`config.mk`:
```
export PLATFORM = sky130hd
export DESIGN_NAME = ram_port_arbiter
export DESIGN_NICKNAME = d
export VERILOG_FILES = /design/src/rtl/ram_arb_pkg.sv /design/src/rtl/sp_ram_sync.sv /design/src/rtl/ram_port_arbiter.sv
export SDC_FILE = /design/constraint.sdc
export NUM_CORES = 1
export LEC_CHECK = 0
export BUFFER_PORTS_ARGS = -buffer_cell sky130_fd_sc_hd__buf_2
export CAP_MARGIN = 20
export CELL_PAD_IN_SITES_DETAIL_PLACEMENT = 1
export CELL_PAD_IN_SITES_GLOBAL_PLACEMENT = 2
export CORE_ASPECT_RATIO = 2
export CORE_UTILIZATION = 50
export DETAILED_ROUTE_END_ITERATION = 6
export PLACE_DENSITY_LB_ADDON = 0.1
export SLEW_MARGIN = 30
export SYNTH_ARGS = -nofsm -noshare
export SYNTH_HDL_FRONTEND = slang
export SYNTH_SLANG_ARGS = --single-unit
```
`constraint.sdc`:
```
create_clock -name CLK -period 3.72 [get_ports CLK]
set_input_delay 1.116 -clock CLK [delete_from_list [all_inputs] [get_ports CLK]]
set_output_delay 1.116 -clock CLK [all_outputs]
set_load 0.005 [all_outputs]
```
`src/rtl/ram_arb_pkg.sv`:
```
// Shared types and default sizes for the two-port RAM arbiter.
package ram_arb_pkg;

  localparam int unsigned DefAddrW    = 6;
  localparam int unsigned DefDataW    = 16;
  localparam int unsigned DefMaxBurst = 4;
  localparam int unsigned CntW        = 4;

  typedef enum logic [1:0] {
    StIdle = 2'b00,
    StOwn0 = 2'b01,
    StOwn1 = 2'b10
  } arb_state_e;

endpackage

```
`src/rtl/sp_ram_sync.sv`:
```
// Single-port synchronous RAM; read address is registered, so a write is visible
// to a read of the same word on the following cycle.
module sp_ram_sync import ram_arb_pkg::*; #(
  parameter int unsigned ADDR_W = DefAddrW,
  parameter int unsigned DATA_W = DefDataW
) (
  input  logic              clk,
  input  logic              en,
  input  logic              we,
  input  logic [ADDR_W-1:0] addr,
  input  logic [DATA_W-1:0] wdata,
  output logic [DATA_W-1:0] rdata
);

  localparam int unsigned Depth = 1 << ADDR_W;

  logic [DATA_W-1:0] mem [Depth];
  logic [ADDR_W-1:0] addr_q;

  // Contents are intentionally not reset.
  always_ff @(posedge clk) begin
    if (en) begin
      if (we) begin
        mem[addr] <= wdata;
      end
      addr_q <= addr;
    end
  end

  assign rdata = mem[addr_q];

endmodule

```
`src/rtl/ram_port_arbiter.sv`:
```
// Two-requester arbiter in front of a single-port RAM with burst-limited
// ownership and a one-cycle read response tagged to the requester.
module ram_port_arbiter import ram_arb_pkg::*; #(
  parameter int unsigned ADDR_W    = DefAddrW,
  parameter int unsigned DATA_W    = DefDataW,
  parameter int unsigned MAX_BURST = DefMaxBurst
) (
  input  logic              CLK,
  input  logic              RST_N,
  input  logic              req0_valid,
  input  logic              req0_we,
  input  logic [ADDR_W-1:0] req0_addr,
  input  logic [DATA_W-1:0] req0_wdata,
  output logic              req0_ready,
  input  logic              req1_valid,
  input  logic              req1_we,
  input  logic [ADDR_W-1:0] req1_addr,
  input  logic [DATA_W-1:0] req1_wdata,
  output logic              req1_ready,
  output logic              rsp0_valid,
  output logic              rsp1_valid,
  output logic [DATA_W-1:0] rdata,
  output logic [1:0]        owner
);

  localparam logic [CntW-1:0] MaxCnt = CntW'(MAX_BURST);

  arb_state_e      state_q, state_d;
  logic [CntW-1:0] cnt_q, cnt_d;
  logic            last_q, last_d;
  logic            rsp0_q, rsp1_q;
  logic            gnt0, gnt1;

  logic              ram_en, ram_we;
  logic [ADDR_W-1:0] ram_addr;
  logic [DATA_W-1:0] ram_wdata;

  always_comb begin
    gnt0 = 1'b0;
    gnt1 = 1'b0;
    case (state_q)
      StIdle: begin
        if (req0_valid && req1_valid) begin
          // last_q == 1 means req1 was served last, so req0 wins the tie.
          gnt0 = last_q;
          gnt1 = !last_q;
        end else begin
          gnt0 = req0_valid;
          gnt1 = req1_valid;
        end
      end
      StOwn0: begin
        if (req0_valid && !(cnt_q == MaxCnt && req1_valid)) gnt0 = 1'b1;
        else gnt1 = req1_valid;
      end
      StOwn1: begin
        if (req1_valid && !(cnt_q == MaxCnt && req0_valid)) gnt1 = 1'b1;
        else gnt0 = req0_valid;
      end
      default: ;
    endcase
    if (!RST_N) begin
      gnt0 = 1'b0;
      gnt1 = 1'b0;
    end
  end

  always_comb begin
    state_d = StIdle;
    cnt_d   = '0;
    last_d  = last_q;
    if (gnt0) begin
      state_d = StOwn0;
      last_d  = 1'b0;
      cnt_d   = (state_q != StOwn0) ? CntW'(1) :
                (cnt_q >= MaxCnt)   ? MaxCnt  : cnt_q + CntW'(1);
    end else if (gnt1) begin
      state_d = StOwn1;
      last_d  = 1'b1;
      cnt_d   = (state_q != StOwn1) ? CntW'(1) :
                (cnt_q >= MaxCnt)   ? MaxCnt  : cnt_q + CntW'(1);
    end
  end

  always_ff @(posedge CLK or negedge RST_N) begin
    if (!RST_N) begin
      state_q <= StIdle;
      cnt_q   <= '0;
      last_q  <= 1'b1;
      rsp0_q  <= 1'b0;
      rsp1_q  <= 1'b0;
    end else begin
      state_q <= state_d;
      cnt_q   <= cnt_d;
      last_q  <= last_d;
      rsp0_q  <= gnt0 && !req0_we;
      rsp1_q  <= gnt1 && !req1_we;
    end
  end

  assign ram_en    = gnt0 || gnt1;
  assign ram_we    = gnt0 ? req0_we    : req1_we;
  assign ram_addr  = gnt0 ? req0_addr  : req1_addr;
  assign ram_wdata = gnt0 ? req0_wdata : req1_wdata;

  sp_ram_sync #(
    .ADDR_W(ADDR_W),
    .DATA_W(DATA_W)
  ) u_ram (
    .clk  (CLK),
    .en   (ram_en),
    .we   (ram_we),
    .addr (ram_addr),
    .wdata(ram_wdata),
    .rdata(rdata)
  );

  assign req0_ready = gnt0;
  assign req1_ready = gnt1;
  assign rsp0_valid = rsp0_q;
  assign rsp1_valid = rsp1_q;
  assign owner      = state_q;

endmodule

```
== Yosys cells after proc, flatten, opt, wreduce, memory -nomap -nowiden ==
Memory sizes are Yosys's and may differ from the RTL's. A register that Yosys moved wholly into a read port is not among the register bits.
Index checks and enable logic that the tools add are counted.
Storage, ports and cells
  register bits: 15
  memory bits (writable): 1024
  bits of input ports: 50
  output and inout bits: 22
  word-level logic and storage cells: 55
  memories kept: 1
Cells by class
  add/subtract/negate cells: 1
  order comparisons: 1
  equality and inequality tests: 5
  mux-type cells: 26
  reduce and logical (&&, ||, !) cells: 15
Memory list
  u_ram.mem: depth 64, bits a word 16, read ports 1, clocked after Yosys merged registers in 1, wr ports 1, line sp_ram_sync.sv:17  | logic [DATA_W-1:0] mem [Depth];
Operator list (number)
  $mux 4: 5
  $mux 16: 1
  $mux 1: 14
  $mux 6: 2
  $logic_and 1x1->1: 7
  $pmux 1 s3: 2
  $logic_not 1->1: 5
  $add 4x1->4 const B: 1
  $eq 4x3->1 const B: 1
  $ge 4x3->1 const B: 1
  $mux 2: 2
  $eq 2x1->1 const B: 1
  $eq 2x2->1 const B: 1
  $logic_not 2->1: 1
  $ne 2x1->1 const B: 1
  $ne 2x2->1 const B: 1
  $reduce_bool 2->1: 1
  $logic_or 1x1->1: 1

== Depth between registers and ports, before layout ==
Gate-level depths: netlist of run 1.
  word-level depth: 11
  mapped depth: 11
  gate-level depth less buffers: 8

== By module ==
From an unflattened synthesis of run 1, not the netlist that was laid out.
Second synthesis, totals
  cell total of the unflattened synthesis: 1935
  area, all modules: 41114.4 um^2
By module, submodules not included
  sp_ram_sync: instances 1, cells each 1857, area an instance 40254.9 um^2, seq. area each 31049.8 um^2
  ram_port_arbiter: instances 1, cells each 78, area an instance 859.6 um^2, seq. area each 226.5 um^2

== Worst setup path before layout of run 1 ==
No wires, ideal clock.
  path type: input -> register
  from: in req1_valid
  to: mem u_ram.mem[50][0] (netlist bit), enable pin
  setup time: 0.409 ns
  arrival time: 3.463 ns
  data required time: 3.311 ns
  path slack: -0.152 ns
  stages on the path: 7
  buffers on the path: 2
  path through: and4b_1 nor4b_2 a31oi_1 buf_4 buf_4 mux2i_1 nor3_1
On the way
  word-level cells in the longest chain between the ends: 10
  elaborated cells between the ends (all ways): 21
  those cells by class: mux: 15; reduce/logical: 6
RTL lines
  start: declaration: line ram_port_arbiter.sv:15  | input logic req1_valid,
  $logic_and 1x1->1: line ram_port_arbiter.sv:53  | if (req0_valid && !(cnt_q == MaxCnt && req1_valid)) gnt0 = 1'b1;
  $logic_not 1->1: line ram_port_arbiter.sv:53
  $logic_and 1x1->1: line ram_port_arbiter.sv:53
  $mux 1: line ram_port_arbiter.sv:53
  $pmux 1 s3: line ram_port_arbiter.sv:41  | case (state_q)
  $mux 1: line ram_port_arbiter.sv:62  | if (!RST_N) begin
  $mux 1: line ram_port_arbiter.sv:102  | assign ram_we = gnt0 ? req0_we : req1_we;
  $mux 1: line sp_ram_sync.sv:23  | if (we) begin
  $mux 1: line sp_ram_sync.sv:22  | if (en) begin
  $mux 1 (not written as such): line sp_ram_sync.sv:24  | mem[addr] <= wdata;
  end: declaration: line sp_ram_sync.sv:17
Parallel ways exist; a longest one is shown, timed or not.

==> flow_metrics.tcl, run 1 <==
set metrics [dict create \
    status "finished, violations left" \
    violations "negative setup slack" \
    routedWlPerCell_um 32.3 \
    synth-simple-area-share 0.0284 \
    synthCells 1874 \
    fillers 6670 \
    vias 19827 \
    critPathMaxFanout 7 \
    placed_area_um2 44600 \
    start_util 0.505 \
    power.density_nw_per_um2 573 \
    fin_skew_ns 0.0198 \
    hp-class "primary input to async pin" \
    cp.arrival_ns 3.08 \
    cp_top_family "multiplexers" \
    final_cell_mix "edfxtp_1, mux4_2, clkbuf_16" \
    leakagePower_nw 15.6 \
    period_share 1.13 \
    cp.required_ns 2.60 \
    via_per_inst 6.10 \
    synth_compound_area_frac 0.0217 \
    path_class "flip-flop to primary output" \
    cts.path.max_buffers 3 \
    cpPeakStageDelay_ns 0.56 \
    drc 0 \
    ir_worst_vdd_v 0.000399 \
    clkLatencyLatePin_ns 0.67 \
    relSlewSlack 0.340 \
    cts-buffers-inserted 87 \
    synth_adder_area_share 0.000611 \
    multiInputGateArea_um2 9700 \
    post-place-cells 3054 \
    synth_cell_types 59 \
    yosys-mux-area-fraction 0.170 \
    cts.clk_slew.worst_paths_ns 0.07 \
    synth_edf_count 1030 \
    drive_gt1_frac 0.376 \
    grt_max_degree 65 \
    worst_pin_slew_ns 0.963 \
    drv_cap 0 \
    synth.avg_cell_area_um2 21.8 \
    wl_mm 105 \
    seq_area_um2 31300 \
    reg2regPathDepth 9 \
    setup_violations 16 \
    fin_cells 3248 \
    syn-cell-area_um2 40900 \
    ys_seq_area_frac 0.764 \
    ys_warn_count 0 \
    ys.flop_type "edfxtp_1" \
    stdcell_area_um2 48600 \
    maxSlewViolCount 0 \
    drtIter0Drc 1450 \
    crit_buf_inv 5 \
    track_usage 0.261 \
    die_x_um 204 \
    place.gp.congestion 0.793 \
    cts_root_buffer "clkbuf_16" \
    p_seq_frac 0.479 \
    ant_nets 0 \
    cts_hold_buf 0 \
    asyncSetResetFlopFracSynth 0.00861 \
    p_int_mw 20.7 \
    io_buffers 71 \
    area_growth_pct 18.7 \
    die_y_um 407 \
    synth_seq_cells 1045 \
    fp.dieArea_um2 83100 \
    ioPinCount 72 \
    gr-total-overflow 0 \
    worst_slack_ns -0.478 \
    finalCriticalPeriod_ns 4.20 \
    nNetsFinal 2177 \
    fmax_mhz 238 \
    power_frac_comb 0.182 \
    synth_top_family_by_area "multiplexers" \
    cp_cell_sequence "buf_6 > buf_8 > buf_16 > mux4_2 > mux4_2 > o21ai_2 > buf_6 > o31ai_2 > buf_2" \
    startpoint_type "flip-flop" \
    end_kind "primary output" \
    dr.pass1.iters 5 \
    htreeDepth 3 \
    cts_tree "yes" \
    grt_pass1_wl_mm 152 \
    critPathSlowestCell "mux4_2" \
    hold_viol_final 0 \
    num_rows 148 \
    synthXorXnorAreaFrac 0 \
    grt_pass1_vias 21386 \
    coreArea_um2 81100 \
    worstSetupPathDepth 9 \
    p_sw_frac 0.255 \
    switching_power_mw 7.08 \
    synth_nets 1926 \
    final_common_cell "edfxtp_1" \
    antenna_found_initial 2 \
    rsz0062_at_grt "yes" \
    place_hpwl_mm 64.7 \
    numClockSinks 1045 \
    clkPwrFrac 0.339 \
]
repair_timing:
item | in CTS | in global routing
setup endpoints to repair | 16 | 17
pin swaps | 8 | 8
resized for setup | 98 | 17
gates cloned | 10 | 3
setup buffers | 16 | 5
power by group through the flow:
| stage | Combinational [mW] | Sequential, mW | Clock [mW] |
|---|---|---|---|
| 5_1_grt | 5.34 | 13.3 | 9.93 |
| 3_3_place_gp | 4.39 | 13.6 | 0 |
| 4_1_cts | 5.08 | 13.3 | 9.62 |
| 2_1_floorplan | 2.59 | 13.6 | 0 |
| 6_report | 5.07 | 13.3 | 9.43 |
| 3_5_place_dp | 4.48 | 13.6 | 0 |
layer usage:
| metal | global-route usage | wire (µm) | part of all wire | vias to the layer above |
|---|---|---|---|---|
| met1 | 0.323 | 39800 | 0.38 | 10761 |
| met3 | 0.0304 | 4300 | 0.041 | 128 |
| met4 | 0.0793 | 2740 | 0.026 | 2 |
| li1 | - | - | - | 8403 |
| met5 | 0 | 10 | 0.000095 | - |
| met2 | 0.475 | 57900 | 0.55 | 533 |
final timing paths:
path,startpoint,slack (ns),endpoint
worst max-delay path,flip-flop,-0.48,rdata[2]
worst max register to register,cnt_q[1],0.53,u_ram.mem[46][8]
min in group CLK,u_ram.addr_q[5],0.48,flip-flop
worst min register to register,u_ram.addr_q[5],0.48,flip-flop
max in group asynchronous,RST_N,3.11,cnt_q[2]
worst min-delay path,RST_N,0.29,rsp0_valid
sequential cells by signal, indices dropped and copies added (netlist names), named ones only:
register,count
cnt_q,4
last_q,1
owner,2
rsp0_valid,1
rsp1_valid,1
u_ram.addr_q,6
u_ram.mem,1024
synth_stat cells, types with 10 or more instances:
master	count	area, µm²
edfxtp_1	1030	30900
mux4_2	270	6080
mux2i_1	67	671
nand2_1	64	240
nor3_1	50	250
nor2_1	49	184
clkbuf_1	35	131
buf_2	32	160
o221ai_1	28	245
a21oi_1	19	95.1
buf_4	19	143
a211oi_1	16	120
and2_1	16	100
o21ai_1	15	75.1
a22oi_1	14	105
o31ai_1	14	105
buf_1	13	48.8
mux2_2	11	124
buf_6	10	113
nand2b_1	10	62.6
worst reg2reg max path, delay by kind of cell, from the launching register on:
kind / cells / cell delay, ns
compound gates: 1 / 0.26
flops: 1 / 0.40
buf+inv: 3 / 0.73
mux: 1 / 0.87
simple gates: 3 / 0.50
fa+ha+maj: 1 / 0.18
area by class of cell:
class                   instances  share of cell area
diodes                          1           0.0000515
clock buffers                 104              0.0466
clock inverters                57              0.0131
inverters                       6            0.000464
multi-input cells             714               0.200
flip-flops and latches       1045               0.644
well taps                    1050              0.0270
repair buffers                271              0.0689
cell families (layout without fill, tap and decap cells):
kind of cell,after synthesis,in the layout
flops,1045,1045
compound gates,126,126
other cells,1,2
buf+inv,115,438
fa+ha+maj,2,2
simple gates,231,231
mux,354,354
through the flow:
stage	setup TNS [ns]	setup slack, ns	util	hold slack, ns	power [mW]
CTS	-7.56	-0.514	0.597	0.246	28.0
global placement	-0.0902	-0.0366	0.550	0.467	18.0
global route	-8.07	-0.536	0.599	0.276	28.6
finish	-6.98	-0.478	0.599	0.288	27.8
floorplan	-47.69	-0.152	-	0.425	16.2
detailed placement	-1.93	-0.0839	0.550	0.466	18.1
No activity file was read; power rests on OpenSTA's default activity.
==> run 2, diff against run 1 <==
--- a/config.mk
+++ b/config.mk
@@ -11,8 +11,10 @@
 export CELL_PAD_IN_SITES_GLOBAL_PLACEMENT = 2
 export CORE_ASPECT_RATIO = 2
 export CORE_UTILIZATION = 50
+export CTS_BUF_LIST = sky130_fd_sc_hd__clkbuf_16
 export DETAILED_ROUTE_END_ITERATION = 6
 export PLACE_DENSITY_LB_ADDON = 0.1
+export SETUP_SLACK_MARGIN = 0.15
 export SLEW_MARGIN = 30
 export SYNTH_ARGS = -nofsm -noshare
 export SYNTH_HDL_FRONTEND = slang
==> run 2 against run 1 <==
The flow still finishes with violations (negative setup slack). Via count decreased by 0.11%. Worst setup slack improved by 0.0041 ns. Critical endpoint unchanged. Clock skew decreased by 0.0040 ns. Register-to-register slack got worse by 0.03 ns. Combinational power about the same. Clock-buffer cell count decreased by 16. Clock power decreased by 0.5%. Die area unchanged. Sequential power about the same. Largest power group unchanged. Utilization about the same. First-iteration DRC count decreased by 1.5%.
==> flow_metrics.tcl, run 2 (same netlist as run 1, synthesis figures left out) <==
set metrics [dict create \
    post-place-cells 3054 \
    numClockSinks 1045 \
    maxSlewViolCount 0 \
    switching_power_mw 7.06 \
    cts_tree "yes" \
    cpPeakStageDelay_ns 0.56 \
    path_class "flip-flop to primary output" \
    leakagePower_nw 15.6 \
    start_util 0.505 \
    area_growth_pct 18.6 \
    cts-buffers-inserted 87 \
    fin_cells 3244 \
    io_buffers 71 \
    hold_viol_final 0 \
    grt_max_degree 65 \
    place_hpwl_mm 64.7 \
    clkPwrFrac 0.338 \
    clkLatencyLatePin_ns 0.67 \
    dr.pass1.iters 5 \
    n_antenna_cell 0 \
    rsz0062_at_grt "yes" \
    num_rows 148 \
    drv_cap 0 \
    cts_root_buffer "clkbuf_16" \
    wl_mm 105 \
    cp.arrival_ns 3.08 \
    grt_pass1_wl_mm 152 \
    setup_violations 16 \
    ioPinCount 72 \
    power.density_nw_per_um2 572 \
    cp_cell_sequence "buf_6 > buf_8 > buf_16 > mux4_2 > mux4_2 > o21ai_2 > buf_6 > o31ai_2 > buf_2" \
    top_regs "u_ram.mem (1024), u_ram.addr_q (6), cnt_q (4)" \
    final_common_cell "edfxtp_1" \
    worst_pin_slew_ns 0.976 \
    status "finished, violations left" \
    startpoint_type "flip-flop" \
    die_x_um 204 \
    critPathMaxFanout 7 \
    cp.required_ns 2.60 \
    critPathSlowestCell "mux4_2" \
    drc 0 \
    drtIter0Drc 1428 \
    htreeDepth 3 \
    track_usage 0.261 \
    final_cell_mix "edfxtp_1, mux4_2, clkbuf_16" \
    place.gp.congestion 0.793 \
    end_kind "primary output" \
    post-place-ws_ns -0.0839 \
    fin_skew_ns 0.0158 \
    cts_hold_buf 0 \
    gr-total-overflow 0 \
    coreArea_um2 81100 \
    relSlewSlack 0.331 \
    power_frac_comb 0.182 \
    finalCriticalPeriod_ns 4.19 \
    drive_gt1_frac 0.375 \
    p_int_mw 20.7 \
    cts.path.max_buffers 3 \
    p_seq_frac 0.480 \
    die_y_um 407 \
    regMostFlops "u_ram.mem" \
    p_sw_frac 0.254 \
    vias 19806 \
    grt_pass1_vias 21382 \
    hp-class "primary input to async pin" \
    violations "negative setup slack" \
    r2r_setup_slack_ns 0.50 \
    period_share 1.13 \
    worst_slack_ns -0.474 \
    finalSetupTns_ns -6.95 \
    nNetsFinal 2174 \
    fp.dieArea_um2 83100 \
    fmax_mhz 238 \
    ir_worst_vdd_v 0.000399 \
    antenna_found_initial 2 \
    routedWlPerCell_um 32.2 \
    ant_nets 0 \
    via_per_inst 6.11 \
    largest_reg_flops 1024 \
    cts.clk_slew.worst_paths_ns 0.07 \
]
-- run 2: cell types whose count changed in the layout (fill, tap and decap cells not counted), sizes merged --
cell | previous run | this run
inv | 10 | 26
buf | 266 | 265
diode | 1 | 0
clkbuf | 107 | 89
-- run 2: what timing repair did --
| item | in CTS | in global routing |
|---|---|---|
| endpoints found under the setup margin | 17 | 17 |
| buffers inserted | 16 | 2 |
| pin swaps | 7 | 9 |
| cloned | 10 | 1 |
| resized for setup | 100 | 15 |
-- run 2: layout make-up --
| class | count | area, µm² |
|---|---|---|
| Fill cell | 6674 | 32600 |
| Inverter | 6 | 25.0 |
| Multi-Input combinational cell | 714 | 9700 |
| Tap cell | 1050 | 1310 |
| Sequential cell | 1045 | 31300 |
| Clock buffer | 88 | 2200 |
| Timing Repair Buffer | 268 | 3330 |
| Clock inverter | 73 | 697 |
-- run 2: worst max-delay path: cells and delay by family (launching register included) --
kind / cells / cell delay (ns)
muxes: 2 / 1.11
buffers and inverters: 5 / 0.69
DFF: 1 / 0.38
AOI/OAI and AO/OA: 2 / 0.24
-- run 2: per-stage QoR --
step | power (mW) | hold WS (ns) | util | area [µm²]
6_report | 27.8 | 0.283 | 0.599 | 48600
5_1_grt | 28.5 | 0.276 | 0.599 | 48600
4_1_cts | 28.0 | 0.246 | 0.597 | 48400
3_5_place_dp | 18.1 | 0.466 | 0.550 | 44600
3_3_place_gp | 18.0 | 0.467 | 0.550 | 44600
2_1_floorplan | 16.2 | 0.425 | - | 41000
-- run 2: routing by layer --
metal,track usage,wire length (µm),share of wire
met2,0.475,57900,0.55
met1,0.324,39700,0.38
met3,0.0304,4280,0.041
met4,0.0793,2590,0.025
met5,0,23,0.00022
-- run 2: final timing paths --
| check | end | from | cells after the start |
|---|---|---|---|
| max | rdata[2] | flip-flop | 9 |
| min | rsp0_valid | RST_N | 1 |
| max reg2reg | u_ram.mem[45][6] | cnt_q[0] | 9 |
| min reg2reg | flip-flop | u_ram.addr_q[5] | 1 |
| max in group asynchronous | cnt_q[1] | RST_N | 2 |
| min in group CLK | flip-flop | u_ram.addr_q[5] | 1 |
-- run 2: power by group through the flow --
| stage | combinational (mW) | sequential [mW] | clock [mW] |
|---|---|---|---|
| floorplan | 2.59 | 13.6 | 0 |
| global placement | 4.39 | 13.6 | 0 |
| detailed placement | 4.48 | 13.6 | 0 |
| CTS | 5.08 | 13.3 | 9.58 |
| global route | 5.33 | 13.3 | 9.89 |
| finish | 5.05 | 13.3 | 9.38 |
